<file path="src/rtl/input_router_vc.sv">
// input_router_vc: XY route decode for one router input port.
// Head flits compute an XY route; body and tail flits reuse the port that their
// head stored in a per-VC table. The route request leaves through a one-stage
// registered valid/ready slot.

// Per-VC routing table entry: opened by a head, closed by a tail.
module input_router_vc_entry #(
   parameter int PW = 5
) (
   input  logic          clk,
   input  logic          arst,
   input  logic          wr_head,
   input  logic          clr,
   input  logic [PW-1:0] port_in,
   output logic          vld,
   output logic [PW-1:0] port
);

   // A head always overwrites; a tail closes the entry.
   always_ff @(posedge clk) begin
      if (arst) begin
         vld  <= 1'b0;
         port <= '0;
      end else if (wr_head) begin
         vld  <= 1'b1;
         port <= port_in;
      end else if (clr) begin
         vld  <= 1'b0;
      end
   end

endmodule

module input_router_vc #(
   parameter  int FLIT_WIDTH = 37,
   parameter  int NUM_VC     = 4,
   parameter  int X_W        = 2,
   parameter  int Y_W        = 2,
   parameter  int ROUTER_X   = 0,
   parameter  int ROUTER_Y   = 0,
   localparam int VC_W       = (NUM_VC > 1) ? $clog2(NUM_VC) : 1
) (
   input  logic                  clk,
   input  logic                  arst,
   input  logic                  flit_valid_i,
   input  logic [FLIT_WIDTH-1:0] flit_i,
   input  logic [VC_W-1:0]       vc_id_i,
   output logic                  flit_ready_o,
   output logic                  route_valid_o,
   output logic [4:0]            router_port_o,
   output logic [VC_W-1:0]       route_vc_o,
   output logic [FLIT_WIDTH-1:0] route_flit_o,
   input  logic                  route_ready_i,
   output logic                  err_o
);

   localparam logic [1:0] T_HEAD = 2'b00;
   localparam logic [1:0] T_BODY = 2'b01;
   localparam logic [1:0] T_TAIL = 2'b10;
   localparam logic [1:0] T_HT   = 2'b11;

   localparam logic [X_W-1:0] RX = X_W'(ROUTER_X);
   localparam logic [Y_W-1:0] RY = Y_W'(ROUTER_Y);

   localparam logic [4:0] P_LOCAL = 5'b00001;
   localparam logic [4:0] P_NORTH = 5'b00010;
   localparam logic [4:0] P_SOUTH = 5'b00100;
   localparam logic [4:0] P_WEST  = 5'b01000;
   localparam logic [4:0] P_EAST  = 5'b10000;

   logic [1:0]              ftype;
   logic [X_W-1:0]          dest_x;
   logic [Y_W-1:0]          dest_y;
   logic                    accept;
   logic [4:0]              xy_port;
   logic                    hit;
   logic [4:0]              hit_port;
   logic                    out_vld;
   logic [4:0]              out_port;
   logic                    set_err;
   logic [NUM_VC-1:0]       tbl_vld;
   logic [NUM_VC-1:0][4:0]  tbl_port;

   assign ftype        = flit_i[FLIT_WIDTH-1 -: 2];
   assign dest_x       = flit_i[X_W-1:0];
   assign dest_y       = flit_i[X_W+Y_W-1:X_W];
   assign flit_ready_o = !route_valid_o || route_ready_i;
   assign accept       = flit_valid_i && flit_ready_o;

   // Dimension-ordered route: resolve X first, then Y, else local.
   always_comb begin
      xy_port = P_LOCAL;
      if (dest_x > RX)      xy_port = P_EAST;
      else if (dest_x < RX) xy_port = P_WEST;
      else if (dest_y > RY) xy_port = P_NORTH;
      else if (dest_y < RY) xy_port = P_SOUTH;
   end

   // Table lookup by VC; an out-of-range VC simply never hits.
   always_comb begin
      hit      = 1'b0;
      hit_port = '0;
      for (int i = 0; i < NUM_VC; i++) begin
         if (vc_id_i == VC_W'(i)) begin
            hit      = tbl_vld[i];
            hit_port = tbl_port[i];
         end
      end
   end

   genvar g;
   generate
      for (g = 0; g < NUM_VC; g++) begin : g_vc
         logic sel;
         assign sel = accept && (vc_id_i == VC_W'(g));
         input_router_vc_entry #(.PW(5)) u_entry (
            .clk     (clk),
            .arst    (arst),
            .wr_head (sel && (ftype == T_HEAD)),
            .clr     (sel && (ftype == T_TAIL)),
            .port_in (xy_port),
            .vld     (tbl_vld[g]),
            .port    (tbl_port[g])
         );
      end
   endgenerate

   // Select the outgoing port and flag duplicate heads and orphan flits.
   always_comb begin
      out_vld  = 1'b0;
      out_port = '0;
      set_err  = 1'b0;
      case (ftype)
         T_HEAD: begin
            out_vld  = 1'b1;
            out_port = xy_port;
            set_err  = hit;
         end
         T_HT: begin
            out_vld  = 1'b1;
            out_port = xy_port;
         end
         T_BODY, T_TAIL: begin
            out_vld  = hit;
            out_port = hit_port;
            set_err  = !hit;
         end
         default: ;
      endcase
   end

   // Output slot: load on acceptance, hold under backpressure, drain on ready.
   always_ff @(posedge clk) begin
      if (arst) begin
         route_valid_o <= 1'b0;
         router_port_o <= '0;
         route_vc_o    <= '0;
         route_flit_o  <= '0;
      end else if (accept) begin
         route_valid_o <= out_vld;
         if (out_vld) begin
            router_port_o <= out_port;
            route_vc_o    <= vc_id_i;
            route_flit_o  <= flit_i;
         end
      end else if (route_ready_i) begin
         route_valid_o <= 1'b0;
      end
   end

   // Sticky protocol error, cleared only by reset.
   always_ff @(posedge clk) begin
      if (arst)                    err_o <= 1'b0;
      else if (accept && set_err)  err_o <= 1'b1;
   end

endmodule

</file>
<file path="config.mk">
export PLATFORM = sky130hd
export DESIGN_NAME = input_router_vc
export DESIGN_NICKNAME = d
export VERILOG_FILES = /design/src/rtl/input_router_vc.sv
export SDC_FILE = /design/constraint.sdc
export NUM_CORES = 1
export LEC_CHECK = 0
export ABC_AREA = 1
export BUFFER_PORTS_ARGS = -buffer_cell sky130_fd_sc_hd__buf_2
export CAP_MARGIN = 20
export CELL_PAD_IN_SITES_DETAIL_PLACEMENT = 1
export CELL_PAD_IN_SITES_GLOBAL_PLACEMENT = 1
export CORE_ASPECT_RATIO = 1.5
export CORE_MARGIN = 3
export CORE_UTILIZATION = 40
export CTS_CLUSTER_DIAMETER = 100
export DETAILED_ROUTE_END_ITERATION = 6
export GPL_TIMING_DRIVEN = 1
export PLACE_DENSITY = 0.95
export SYNTH_ARGS = -nofsm -noshare
export SYNTH_HDL_FRONTEND = slang
export SYNTH_HIERARCHICAL = 1
export SYNTH_SLANG_ARGS = --single-unit
</file>
<file path="constraint.sdc">
create_clock -name clk -period 2.67 [get_ports clk]
set_input_delay 0.1335 -clock clk [delete_from_list [all_inputs] [get_ports clk]]
set_output_delay 0.1335 -clock clk [all_outputs]
set_load 0.01 [all_outputs]
</file>
==> results of run 1 <==
==> cell usage in the layout (no fill, tap or decap), types with 3 or more instances in the layout <==
cell type / n
nand2_2: 3
a21oi_2: 4
clkbuf_8: 3
a21oi_1: 44
o21ai_0: 23
conb_1: 8
nand3b_2: 19
inv_2: 10
clkbuf_16: 9
nand3_1: 20
nand3b_1: 12
inv_1: 20
dfxtp_1: 70
nor2_1: 107
buf_2: 89
nand2_1: 81
==> where the power goes <==
part	switching, mW	internal [mW]	leakage, nW
logic	0.286	0.177	1.31
registers	0.0431	1.12	0.574
clock network	0.439	0.705	0.135
==> through the flow <==
stage | power (mW) | utilization [%]
6_report | 2.770 | 52.24
5_1_grt | 2.907 | 52.24
2_1_floorplan | 1.484 | -
3_3_place_gp | 1.616 | 48.49
4_1_cts | 2.802 | 52.24
3_5_place_dp | 1.643 | 48.49
==> logic make-up after synthesis <==
logic type | Yosys count
AND/OR/NAND/NOR | 246
AO/OA/AOI/OAI | 72
flip-flops | 70
buffers and inverters | 53
adder cells (fa/ha/maj) | 2
other | 1
==> Yosys cell counts (2+ instances only) <==
master,instances,area share [%]
nand3b_2,19,6.7
nand2_1,82,9.6
inv_1,20,2.3
ha_1,2,0.78
clkbuf_1,5,0.58
buf_2,6,0.94
dfxtp_1,70,44
nand3b_1,12,2.8
buf_1,4,0.47
buf_4,4,0.94
nor2_1,107,13
inv_2,10,1.2
o21ai_0,23,3.6
nand3_1,20,3.1
nand2_2,2,0.39
buf_6,4,1.4
a21oi_2,4,1.1
a21oi_1,44,6.9
==> registers in the layout (all words and copies together), names as in the netlist <==
register and count:
router_port_o 5, g_vc.u_entry/port 20, route_vc_o 2, route_flit_o 37
route_valid_o 1, g_vc.u_entry/vld 4, err_o 1
==> tightest hold or removal path: cells and delay by family <==
kind / cells / cell delay, ns
buf+inv: 1 / 0.07
simple gates: 3 / 0.20
==> routing by layer <==
metal	GRT usage [%]	vias to the layer above	wire, µm
met2	42.46	91	5376
met3	5.677	27	431
met5	0	-	0
met4	10.78	0	403
li1	-	1586	-
met1	22.22	1501	3532
==> worst paths after layout <==
| check | from | end |
|---|---|---|
| min | flit_i[28] | route_flit_o[28] |
| max | route_valid_o | g_vc[2].u_entry/port[0] |
| max reg2reg | route_valid_o | g_vc[2].u_entry/port[0] |
| min reg2reg | g_vc[1].u_entry/vld | g_vc[1].u_entry/vld |
==> cell type report <==
type,instances,area (µm²)
Clock buffer,14,274.0
Sequential cell,70,1401
Timing Repair Buffer,93,500.5
Fill cell,1026,3682
Clock inverter,2,15.01
Inverter,30,112.6
Multi-Input combinational cell,328,1597
Tap cell,102,127.6
==> flow_metrics.tcl, run 1 <==
set metrics [dict create \
    path_clk_slew_ns 0.05 \
    maxCapViolations 0 \
    vdd_ir_drop_max_mv 0.3723 \
    dominant_combinational_cell_family_by_area_after_synthesis "simple AND/OR/NAND/NOR gates" \
    worst-r2r-cell-count 6 \
    starting_utilization_of_the_core_area_pct 41.63 \
    critPathBufInv 1 \
    hold_path.class "in -> reg" \
    layout_setup_ws_ns 0.8087 \
    slowest_stage "a21boi_4" \
    post_cts_hold_buffer_count 0 \
    antenna_cells 0 \
    leak_pwr_nw 2.016 \
    ys_ff_latch 70 \
    synthAdderAreaFrac_pct 0.7797 \
    result_of_the_run "completed" \
    hold_violations 0 \
    core-area_um2 7710 \
    postCtsSetupBuffers 0 \
    ios 90 \
    yosys-mux-area-fraction_pct 0 \
    timing.critical_path.arrival_ns 2.09 \
    wirelength_mm 9.743 \
    rows 39 \
    setup_total_negative_slack_ns 0 \
    synth-async-reset-ratio_pct 0 \
    critical_path_required_ns 2.90 \
    maxSlewHeadroom_pct 54.41 \
    dieWidth_um 79.14 \
    synthToLayoutAreaGrowth_pct 25.50 \
    io_buffer_count 89 \
    number_of_enable_type_register_cells_in_the_synthesized_netlist 0 \
    drt_first_iter_violations 124 \
    cts_tree "done" \
    fin_skew_ns 0.003570 \
    power_density_nw_per_um2 687.8 \
    timing.critical_path.depth 6 \
    tcrit_tclk_final_pct 69.71 \
    grt_pass1_wl_mm 15.89 \
    synthDistinctLibCells 24 \
    routed_via_density 5.016 \
    drive_gt1_share_pct 27.00 \
    synth_top_flop_cell "dfxtp_1" \
    grt_setup_unrepaired "false" \
    clk-insertion-delay-late_ns 0.34 \
    grt_pass1_vias 3430 \
    drc 0 \
    simple_gate_share_of_the_synthesized_area_pct 35.83 \
    route.antenna.remaining_nets 0 \
    cp_common_cell "nor2_1" \
    routed-via-count 3205 \
    rrSetupSlack_ns 0.81 \
    clk_path_buf_depth 2 \
    ys_seq_area_share_pct 43.66 \
    grt_antenna_before_repair 0 \
    cts.sinks 70 \
    hold_depth 4 \
    cell_chosen_for_the_clock_root "clkbuf_16" \
    dp.final_hpwl_mm 6.902 \
    path_class "reg -> reg" \
    crit_path_end_kind "register" \
    dp_slack_ns 0.7202 \
    cts-resized-gates 0 \
    groute.usage.overall_pct 22.34 \
    die_height_um 115.7 \
    synth_compound_area_share_pct 11.77 \
    synth_cells 444 \
    worst-path-max-fanout 23 \
    number_of_nets_in_the_finished_design 577 \
    die-area_um2 9156 \
    finished_layout_cell_area_um2 4028 \
    achievable-frequency_mhz 537.2 \
    synth_warnings 6 \
    timing.critical_path.from_type "register" \
    wl_per_cell_um 15.25 \
    synth_xor_xnor_area_share_pct 0 \
    maxSlewViolCount 0 \
    whs_ns 0.1025 \
    crit_family "simple AND/OR/NAND/NOR gates" \
    placed_cell_area_um2 3739 \
    postSynthAreaPerCell_um2 7.228 \
    instances_no_fill 639 \
    tightestPinTransition_ns 0.6822 \
    placedCellCount 623 \
    h-tree-depth 3 \
    crit_path_max_incr_delay_ns 0.57 \
    timing.final.setup_violations 0 \
    cts_buffers 9 \
    gp_congestion 0.8302 \
    overflow 0 \
    layout_min_cycle_time_ns 1.861 \
    dr_pass1_iterations 4 \
    cell_area_after_synthesis_um2 3209 \
    crit_path_cell_trace "a21boi_4, nand2_1, nor2_1, inv_2, nor2_1, nor2_1" \
    grt_start_max_net_pins 67 \
]
Power figures use the tool's default switching activity.
==> inputs of run 2 (changes only) <==
- CORE_UTILIZATION: 40 -> 37
- PLACE_DENSITY: 0.95 -> 0.9
- clock period: 2.67 -> 1.9 ns (I/O delays scaled with it)
==> flow_metrics.tcl, run 2 (synthesis gave the netlist of run 1 again) <==
set metrics [dict create \
    result_of_the_run "completed" \
    most-common-layout-cells "nor2_1 (107), buf_2 (89), nand2_1 (81)" \
    timing.final.setup_violations 0 \
    timing.critical_path.from_type "register" \
    cp_common_cell "nand2_1" \
    wl_per_cell_um 15.03 \
    clk-insertion-delay-late_ns 0.32 \
    die-area_um2 9851 \
    placed_cell_area_um2 3790 \
    reg2reg_end "route_flit_o[27]" \
    tcrit_tclk_final_pct 84.37 \
    die_height_um 120.1 \
    grt_start_max_net_pins 60 \
    grt_pass1_vias 3448 \
    crit_path_max_incr_delay_ns 0.36 \
    postCtsSetupBuffers 0 \
    routed-via-count 3211 \
    cts-resized-gates 0 \
    clk_path_buf_depth 2 \
    overflow 0 \
    drt_first_iter_violations 122 \
    leak_pwr_nw 2.062 \
    critical_path_required_ns 2.12 \
    grt_antenna_before_repair 0 \
    hold_path.class "in -> reg" \
    grt_setup_unrepaired "false" \
    maxSlewViolCount 0 \
    groute.usage.overall_pct 21.16 \
    route.antenna.remaining_nets 0 \
    fin_skew_ns 0.003491 \
    critPathBufInv 1 \
    worst-r2r-cell-count 8 \
    cts_tree "done" \
    vdd_ir_drop_max_mv 0.5953 \
    hold_path_startpoint "flit_i[7]" \
    r2r_start "g_vc[2].u_entry/vld" \
    rows 41 \
    hold_depth 4 \
    ios 90 \
    starting_utilization_of_the_core_area_pct 38.15 \
    end_point_of_the_worst_hold_path "route_flit_o[7]" \
    setup_total_negative_slack_ns 0 \
    number_of_nets_in_the_finished_design 583 \
    drc 0 \
    crit_path_end_kind "register" \
    rrSetupSlack_ns 0.30 \
    cts_buffers 9 \
    timing.critical_path.arrival_ns 1.82 \
    max_flop_register "route_flit_o" \
    finished_layout_cell_area_um2 4091 \
    path_class "reg -> reg" \
    crit_path_cell_trace "o21ai_0, nand3_1, nand2_1, nand2_2, buf_12, nand3b_2, nand2_1, nor2_1" \
    worst-path-max-fanout 39 \
    h-tree-depth 3 \
    core-area_um2 8413 \
    drive_gt1_share_pct 27.99 \
    post_cts_hold_buffer_count 0 \
    cell_chosen_for_the_clock_root "clkbuf_16" \
    crit_family "simple AND/OR/NAND/NOR gates" \
    dp.final_hpwl_mm 7.087 \
    cts.sinks 70 \
    slowest_stage "dfxtp_1" \
    hold_violations 0 \
    antenna_cells 0 \
    routed_via_density 4.940 \
    maxCapViolations 0 \
    largest_register_ffs 37 \
    dr_pass1_iterations 4 \
    dieWidth_um 82.05 \
    gp_congestion 0.8909 \
    grt_pass1_wl_mm 15.97 \
    path_clk_slew_ns 0.05 \
    largest_registers "route_flit_o x37, g_vc.u_entry/port x20, router_port_o x5" \
    synthToLayoutAreaGrowth_pct 27.49 \
    final_common_cell "nor2_1" \
    wirelength_mm 9.767 \
    io_buffer_count 89 \
    achievable-frequency_mhz 623.8 \
    layout_min_cycle_time_ns 1.603 \
    power_density_nw_per_um2 968.6 \
]
-- run 2: changes by cell type in the layout (fill, tap and decap cells not counted), sizes merged --
cell      delta
buf          +6
bufinv       +1
clkbuf       -2
clkinv       +3
clkinvlp     -2
-- run 2: routing by layer --
metal,vias up,track usage [%],wire (µm)
met5,-,0,0
met2,81,39.37,5312
met1,1507,21.79,3735
li1,1600,-,-
met3,23,4.580,441
met4,0,9.044,277
-- run 2: worst max-delay path by stage --
stage                     cells past startpoint                 endpoint           startpoint  slack [ns]
final                                         8         route_flit_o[27]  g_vc[2].u_entry/vld        0.30
after global routing                          8         route_flit_o[27]  g_vc[2].u_entry/vld        0.12
after CTS                                     6  g_vc[3].u_entry/port[0]        route_valid_o        0.29
after detailed placement                      8         route_flit_o[28]           vc_id_i[0]        0.30
after global placement                        8         route_flit_o[28]           vc_id_i[0]        0.37
after floorplan                               7  g_vc[0].u_entry/port[2]        route_valid_o        0.28
-- run 2: power by group --
part / switching, mW / internal [mW] / leakage, nW / total, mW
clock network: 0.588 / 1.08 / 0.152 / 1.67
logic: 0.403 / 0.261 / 1.34 / 0.664
registers: 0.0575 / 1.57 / 0.574 / 1.63
-- run 2: worst register-to-register path: stages (launching register included) --
cell and delay [ns]:
dfxtp_1 0.36, o21ai_0 0.09, nand3_1 0.10, nand2_1 0.10, nand2_2 0.27, buf_12 0.28, nand3b_2 0.14, nand2_1 0.11
nor2_1 0.05
-- run 2: final cells by class --
type                            count  area, µm²
Sequential cell                    70       1401
Inverter                           30      112.6
Clock buffer                       12      256.5
Fill cell                        1124       4322
Tap cell                          107      133.9
Multi-Input combinational cell    328       1597
Timing Repair Buffer               99      545.5
Clock inverter                      4      45.04
-- run 2: through the flow --
stage                     hold slack, ns  util (%)  power (mW)  setup WS [ns]  std cells
final                            0.08218     48.63       3.963         0.2969        650
after global routing             0.08067     48.63       4.192         0.1163        650
after CTS                        0.06684     48.63       4.017         0.2879        650
after detailed placement          0.4135     45.05       2.322         0.2995        634
after global placement            0.3974     45.05       2.287         0.3711        634
after floorplan                   0.1574         -       2.085         0.2827        451
